### src/rtl/vga_sync_gen.sv
// VGA 640x480@60 raster timing; registered outputs decoded from next counters (zero skew to pix_x/pix_y).
// Free-running source, no backpressure; define PIX_DIV2_EN to tick every other clk (50 MHz board clock).
module vga_sync_gen #(
    parameter int H_VISIBLE = 640,
    parameter int H_FRONT   = 16,
    parameter int H_SYNC    = 96,
    parameter int H_BACK    = 48,
    parameter int V_VISIBLE = 480,
    parameter int V_FRONT   = 10,
    parameter int V_SYNC    = 2,
    parameter int V_BACK    = 33,
    parameter bit SYNC_POL  = 1'b0,
    parameter int CW        = 11
) (
    input  logic          clk,
    input  logic          reset,
    output logic          h_sinc,
    output logic          v_sinc,
    output logic          video_on,
    output logic [CW-1:0] pix_x,
    output logic [CW-1:0] pix_y,
    output logic          line_start,
    output logic          frame_start,
    output logic          pix_tick
);

    localparam int H_TOTAL = H_VISIBLE + H_FRONT + H_SYNC + H_BACK;
    localparam int V_TOTAL = V_VISIBLE + V_FRONT + V_SYNC + V_BACK;

    localparam logic [CW-1:0] H_LAST   = CW'(H_TOTAL - 1);
    localparam logic [CW-1:0] V_LAST   = CW'(V_TOTAL - 1);
    localparam logic [CW-1:0] H_VIS    = CW'(H_VISIBLE);
    localparam logic [CW-1:0] V_VIS    = CW'(V_VISIBLE);
    localparam logic [CW-1:0] HS_FIRST = CW'(H_VISIBLE + H_FRONT);
    localparam logic [CW-1:0] HS_LAST  = CW'(H_VISIBLE + H_FRONT + H_SYNC - 1);
    localparam logic [CW-1:0] VS_FIRST = CW'(V_VISIBLE + V_FRONT);
    localparam logic [CW-1:0] VS_LAST  = CW'(V_VISIBLE + V_FRONT + V_SYNC - 1);

    logic          tick;
    logic [CW-1:0] x_q, x_d;
    logic [CW-1:0] y_q, y_d;
    logic          h_sinc_q, h_sinc_d;
    logic          v_sinc_q, v_sinc_d;
    logic          video_on_q, video_on_d;
    logic          line_start_q, line_start_d;
    logic          frame_start_q, frame_start_d;
    logic          pix_tick_q, pix_tick_d;

`ifdef PIX_DIV2_EN
    logic phase_q, phase_d;

    // Phase 0 is the tick, so the first edge after reset release advances.
    assign phase_d = ~phase_q;
    assign tick    = ~phase_q;

    always_ff @(posedge clk or posedge reset) begin
        if (reset) begin
            phase_q <= 1'b0;
        end else begin
            phase_q <= phase_d;
        end
    end
`else
    assign tick = 1'b1;
`endif

    always_comb begin
        x_d = x_q;
        y_d = y_q;
        if (tick) begin
            if (x_q == H_LAST) begin
                x_d = '0;
                y_d = (y_q == V_LAST) ? '0 : y_q + CW'(1);
            end else begin
                x_d = x_q + CW'(1);
            end
        end

        h_sinc_d      = ((x_d >= HS_FIRST) && (x_d <= HS_LAST)) ? SYNC_POL : ~SYNC_POL;
        v_sinc_d      = ((y_d >= VS_FIRST) && (y_d <= VS_LAST)) ? SYNC_POL : ~SYNC_POL;
        video_on_d    = (x_d < H_VIS) && (y_d < V_VIS);
        line_start_d  = tick && (x_d == '0);
        frame_start_d = tick && (x_d == '0) && (y_d == '0);
        pix_tick_d    = tick;
    end

    always_ff @(posedge clk or posedge reset) begin
        if (reset) begin
            x_q           <= '0;
            y_q           <= '0;
            h_sinc_q      <= ~SYNC_POL;
            v_sinc_q      <= ~SYNC_POL;
            video_on_q    <= 1'b0;
            line_start_q  <= 1'b0;
            frame_start_q <= 1'b0;
            pix_tick_q    <= 1'b0;
        end else begin
            x_q           <= x_d;
            y_q           <= y_d;
            h_sinc_q      <= h_sinc_d;
            v_sinc_q      <= v_sinc_d;
            video_on_q    <= video_on_d;
            line_start_q  <= line_start_d;
            frame_start_q <= frame_start_d;
            pix_tick_q    <= pix_tick_d;
        end
    end

    assign pix_x       = x_q;
    assign pix_y       = y_q;
    assign h_sinc      = h_sinc_q;
    assign v_sinc      = v_sinc_q;
    assign video_on    = video_on_q;
    assign line_start  = line_start_q;
    assign frame_start = frame_start_q;
    assign pix_tick    = pix_tick_q;

endmodule

### config.mk
export PLATFORM = sky130hd
export DESIGN_NAME = vga_sync_gen
export DESIGN_NICKNAME = d
export VERILOG_FILES = /design/src/rtl/vga_sync_gen.sv
export SDC_FILE = /design/constraint.sdc
export NUM_CORES = 1
export LEC_CHECK = 0
export CORE_ASPECT_RATIO = 1.2
export CORE_MARGIN = 5
export CORE_UTILIZATION = 30
export CTS_CLUSTER_DIAMETER = 60
export DETAILED_ROUTE_END_ITERATION = 7
export SETUP_SLACK_MARGIN = 0.02
export SKIP_CTS_REPAIR_TIMING = 1
export SLEW_MARGIN = 5
export SYNTH_ARGS = -nofsm -noshare
export SYNTH_HDL_FRONTEND = slang
export SYNTH_SLANG_ARGS = --single-unit
### constraint.sdc
create_clock -name clk -period 2.8 [get_ports clk]
set_input_delay 0.7 -clock clk [delete_from_list [all_inputs] [get_ports clk]]
set_output_delay 0.7 -clock clk [all_outputs]
set_load 0.05 [all_outputs]
# Yosys cells after proc, flatten, opt, wreduce, memory -nomap -nowiden
# Cells that the tools add are included.
[classes]
add_sub_neg = 2
order_cmp = 6
eq_ne = 2
muxes = 5
n_reduce_logical = 6
[op_table]
columns = ["operator", "n"]
rows = [
  ["11-bit 2-to-1 mux", 3],
  ["11-bit by 1-bit adder with 11-bit output (second input constant)", 2],
  ["11-bit by 10-bit == test with 1-bit output (second input constant)", 2],
  ["11-bit logical NOT", 2],
  ["11-bit by 10-bit greater-or-equal comparator with 1-bit output (second input constant)", 1],
  ["11-bit by 9-bit greater-or-equal comparator with 1-bit output (second input constant)", 1],
  ["11-bit by 10-bit less-or-equal comparator with 1-bit output (second input constant)", 1],
  ["11-bit by 9-bit less-or-equal comparator with 1-bit output (second input constant)", 1],
  ["11-bit by 10-bit < comparator with 1-bit output (second input constant)", 1],
  ["11-bit by 9-bit < comparator with 1-bit output (second input constant)", 1],
  ["1-bit logical AND", 4],
  ["1-bit 2-to-1 mux", 2],
]
[totals]
reg_bits = 28
input_bits = 2
elab_cells = 29

# Logic depth before layout (Yosys ltp)
# Gate-level depths: netlist (run 1).
[logic_depth]
ltp_word = 6
depth_mapped = 8
depth_no_buf = 8

# Least setup slack after synthesis (run 1)
# Ideal clock, no wire load.
[synth_timing]
path_type = "register to register"
startpoint = "register x_q[0], in the netlist pix_x[0]"
endpoint = "register frame_start_q, in the netlist frame_start"
t_arrival_ns = 2.476
t_required_ns = 2.733
path_slack_ns = 0.256
stages_incl_launch_ff = 9
n_path_buf = 1
period_less_slack_ns = 2.544
path_cell_list = "dfrtp_1 ha_1 and4_1 clkbuf_1 nand3_2 nor4_1 mux2i_1 a21o_1 o2111a_1"
[synth_via]
elab_chain_len = 4
word_cells_on_any_way = 7
classes_between = "add/sub (1); eq/ne (1); mux (2); reduce/logical (3)"
[synth_lines]
columns = ["item", "line_no", "rtl"]
rows = [
  ["from (decl)", "40", "logic [CW-1:0] x_q, x_d;"],
  ["from (signal assigned)", "89", "x_q <= '0;"],
  ["from (signal assigned)", "98", "x_q <= x_d;"],
  ["11-bit by 1-bit adder with 11-bit output / 11-bit by 10-bit == test with 1-bit output (equally long branches)", "75, 71", ""],
  ["11-bit 2-to-1 mux", "71", "if (x_q == H_LAST) begin"],
  ["11-bit logical NOT", "83", "frame_start_d = tick && (x_d == '0) && (y_d == '0);"],
  ["1-bit logical AND (*)", "83", ""],
  ["named net frame_start_d", "46", "logic frame_start_q, frame_start_d;"],
  ["to (signal assigned)", "104", "frame_start_q <= frame_start_d;"],
  ["to (decl)", "46", ""],
]
# The timed path passes the listed nets; every way through them passes the cells marked *.

# Worst setup path after layout (run 1)
[layout_timing]
startpoint = "register y_q[5], in the netlist pix_y[5]"
endpoint = "output port pix_y[5]"
[layout_rtl]
columns = ["item", "line_no", "rtl"]
rows = [
  ["from (decl)", "41", "logic [CW-1:0] y_q, y_d;"],
  ["from (signal assigned)", "99", "y_q <= y_d;"],
  ["to (decl)", "21", "output logic [CW-1:0] pix_y,"],
]
# No word-level cell between the ends.

==> impl_metrics.json, run 1 <==
{
  "die_area_um2": 7360,
  "diodes": 0,
  "wl_per_cell_um": 14.4,
  "dp_hpwl_mm": 3.07,
  "clk_path_buf_depth": 2,
  "holdWs_ns": 0.572,
  "seq_power_share": 0.545,
  "grt_max_degree": 29,
  "slowest_delay_ns": 0.88,
  "worst_slack_ns": 0.370,
  "ys.warnings.count": 0,
  "htree_levels": 1,
  "switchingPower_mw": 0.144,
  "internal-power_mw": 0.600,
  "die-height_um": 93.0,
  "fin_crit_ns": 2.43,
  "swShare": 0.194,
  "coreArea_um2": 5630,
  "end_kind": "output pin",
  "clock_skew_ns": 0.00390,
  "cp_top_family": "buffers and inverters",
  "start_kind": "register",
  "grt-ovfl-total": 0,
  "track_usage": 0.120,
  "hold_viol_final": 0,
  "multi_input_area_um2": 936,
  "setup_violations": 0,
  "drive_above_1_share": 0.0926,
  "cts_tree": "done",
  "grt_pass1_wl_mm": 7.02,
  "max_slew_margin": 0.660,
  "ys_types": 49,
  "synth_top_flop_cell": "dfrtp_1",
  "final_nets": 223,
  "syn_area_per_cell_um2": 9.10,
  "mostFrequentLayoutCells": "clkdlybuf4s50_1, dfrtp_1, nand2_1",
  "routabilityCongestion": 0.844,
  "arrival_ns": 1.73,
  "synthArstFlopShare": 1.00,
  "area_delta_synth_final_pct": 24.7,
  "yosys-top-cells-area": "dfrtp_1, nand2_1, xnor2_1, xor2_1, dfstp_2",
  "grt_pass1_vias": 1446,
  "maxClockFrequency_mhz": 412,
  "synth-edff-count": 0,
  "seq_area_um2": 703,
  "routed_wl_mm": 4.03,
  "cp_max_fo": 11,
  "ant_nets": 0,
  "finalSetupTns_ns": 0,
  "numClockSinks": 28,
  "dr.pass1.iters": 4,
  "drtIter0Drc": 100,
  "numCtsBuffers": 3,
  "min_period_over_period": 0.868,
  "pre_cts_slack_ns": 0.408,
  "tightest_slew_ns": 0.505,
  "synth_top_area_frac": 0.378,
  "insertion_delay_ns": 0.28,
  "power.leakage_nw": 0.890,
  "cts.clk_slew.worst_paths_ns": 0.10,
  "antenna_found_initial": 0,
  "timing.hold.worst.class": "register to register",
  "status": "completed",
  "layout_commonest_cell": "clkdlybuf4s50_1",
  "crit_type": "register to output pin",
  "nFillCells": 599,
  "ir_drop_uv": 174,
  "combPwrFrac": 0.019,
  "cp_num_buf_inv": 1,
  "cap_violations": 0,
  "vias": 1459,
  "cts_root_buffer": "clkbuf_8",
  "rsz0062_at_grt": "false",
  "netlist_area_um2": 1720,
  "syn_nets": 195,
  "drc": 0,
  "yosys.area.top_type": "dfrtp_1",
  "initial_core_util": 0.306,
  "ys_ff_latch": 28,
  "crit_required_ns": 2.10,
  "crit_chain": "clkdlybuf4s50_1",
  "std_cell_rows": 30,
  "io_pins": 30,
  "io_buffers": 29,
  "maxSlewViolCount": 0,
  "seq_area_frac_synth": 0.409,
  "via_per_inst": 5.21,
  "pwr-share-clk": 0.436,
  "slowest_stage": "clkdlybuf4s50_1",
  "die_w_um": 79.1,
  "p_per_area_nw_per_um2": 347,
  "synthCells": 189
}
[synthesized netlist by cell type (all sizes together), types with 3 or more instances]
master and n:
a21oi 3, a31oi 4, and2 4, and3 3, and4 3, buf 3
clkbuf 7, dfrtp 26, ha 4, inv 9, nand2 23, nand3 11
nand3b 4, nand4 6, nor2 12, nor3 4, nor4 4, o21ai 10
xnor2 9, xor2 7
[cells by family after synthesis]
kind of cell / Yosys count / share of synthesized area
XOR/XNOR: 16 / 0.0815
AND/OR/NAND/NOR: 86 / 0.291
other: 1 / 0.00218
flip-flops: 28 / 0.409
buffers and inverters: 19 / 0.0473
multiplexers: 2 / 0.0116
AO/OA/AOI/OAI: 33 / 0.129
adder cells (fa/ha/maj): 4 / 0.0291
[registers in the layout, indices dropped and copies added (netlist names)]
signal       flops
v_sinc           1
h_sinc           1
video_on         1
pix_y           11
pix_x           11
line_start       1
frame_start      1
pix_tick         1
[final timing paths]
check | startpoint | to | slack (ns) | cells after the start
worst max-delay path | pix_y[5]$_DFF_PP0_ | pix_y[5] | 0.37 | 1
worst min-delay path | pix_x[0]$_DFF_PP0_ | pix_x[0]$_DFF_PP0_ | 0.57 | 1
worst min register to register | pix_x[0]$_DFF_PP0_ | pix_x[0]$_DFF_PP0_ | 0.57 | 1
min in group asynchronous | reset | pix_y[10]$_DFF_PP0_ | 0.78 | 3
worst max register to register | pix_x[0]$_DFF_PP0_ | v_sinc$_DFF_PP1_ | 0.40 | 7
max in group asynchronous | reset | h_sinc$_DFF_PP1_ | 1.71 | 3
[cell type report]
class	count	share of cell area
Inverter	9	0.0158
Clock buffer	3	0.0193
Multi-Input combinational cell	142	0.436
Sequential cell	28	0.328
Timing Repair Buffer	33	0.149
Tap cell	64	0.0373
Clock inverter	1	0.0140
[metrics by stage]
stage | util | instances | instance area, um2 | power, mW
2_1_floorplan | - | 189 | 1720 | 0.422
3_3_place_gp | 0.368 | 276 | 2070 | 0.428
3_5_place_dp | 0.368 | 276 | 2070 | 0.429
4_1_cts | 0.381 | 280 | 2140 | 0.754
5_1_grt | 0.381 | 280 | 2140 | 0.771
6_report | 0.381 | 280 | 2140 | 0.744
[power by group through the flow]
| stage | Combinational, mW | Clock [mW] | Sequential (mW) |
|---|---|---|---|
| 2_1_floorplan | 0.00608 | 0 | 0.416 |
| 3_3_place_gp | 0.0153 | 0 | 0.413 |
| 3_5_place_dp | 0.0156 | 0 | 0.413 |
| 4_1_cts | 0.0155 | 0.333 | 0.405 |
| 5_1_grt | 0.0170 | 0.349 | 0.405 |
| 6_report | 0.0144 | 0.324 | 0.405 |
[layer usage]
layer  track usage  share of wire
met4        0.0415          0.022
met3        0.0224          0.044
met5             0              0
met2         0.206           0.51
met1         0.148           0.43
No activity file was read; power rests on OpenSTA's default activity.
==> run 2: changes to the inputs <==
ABC_CLOCK_PERIOD_IN_PS = 2800   (was not set)
==> results of run 2 <==
Final layout, timing and power as in run 1 (identical DEF).
==> run 3: changes to the inputs <==
SLEW_MARGIN = 25   (was 5)
==> results of run 3 <==
Final layout, timing and power as in run 1 (identical DEF).
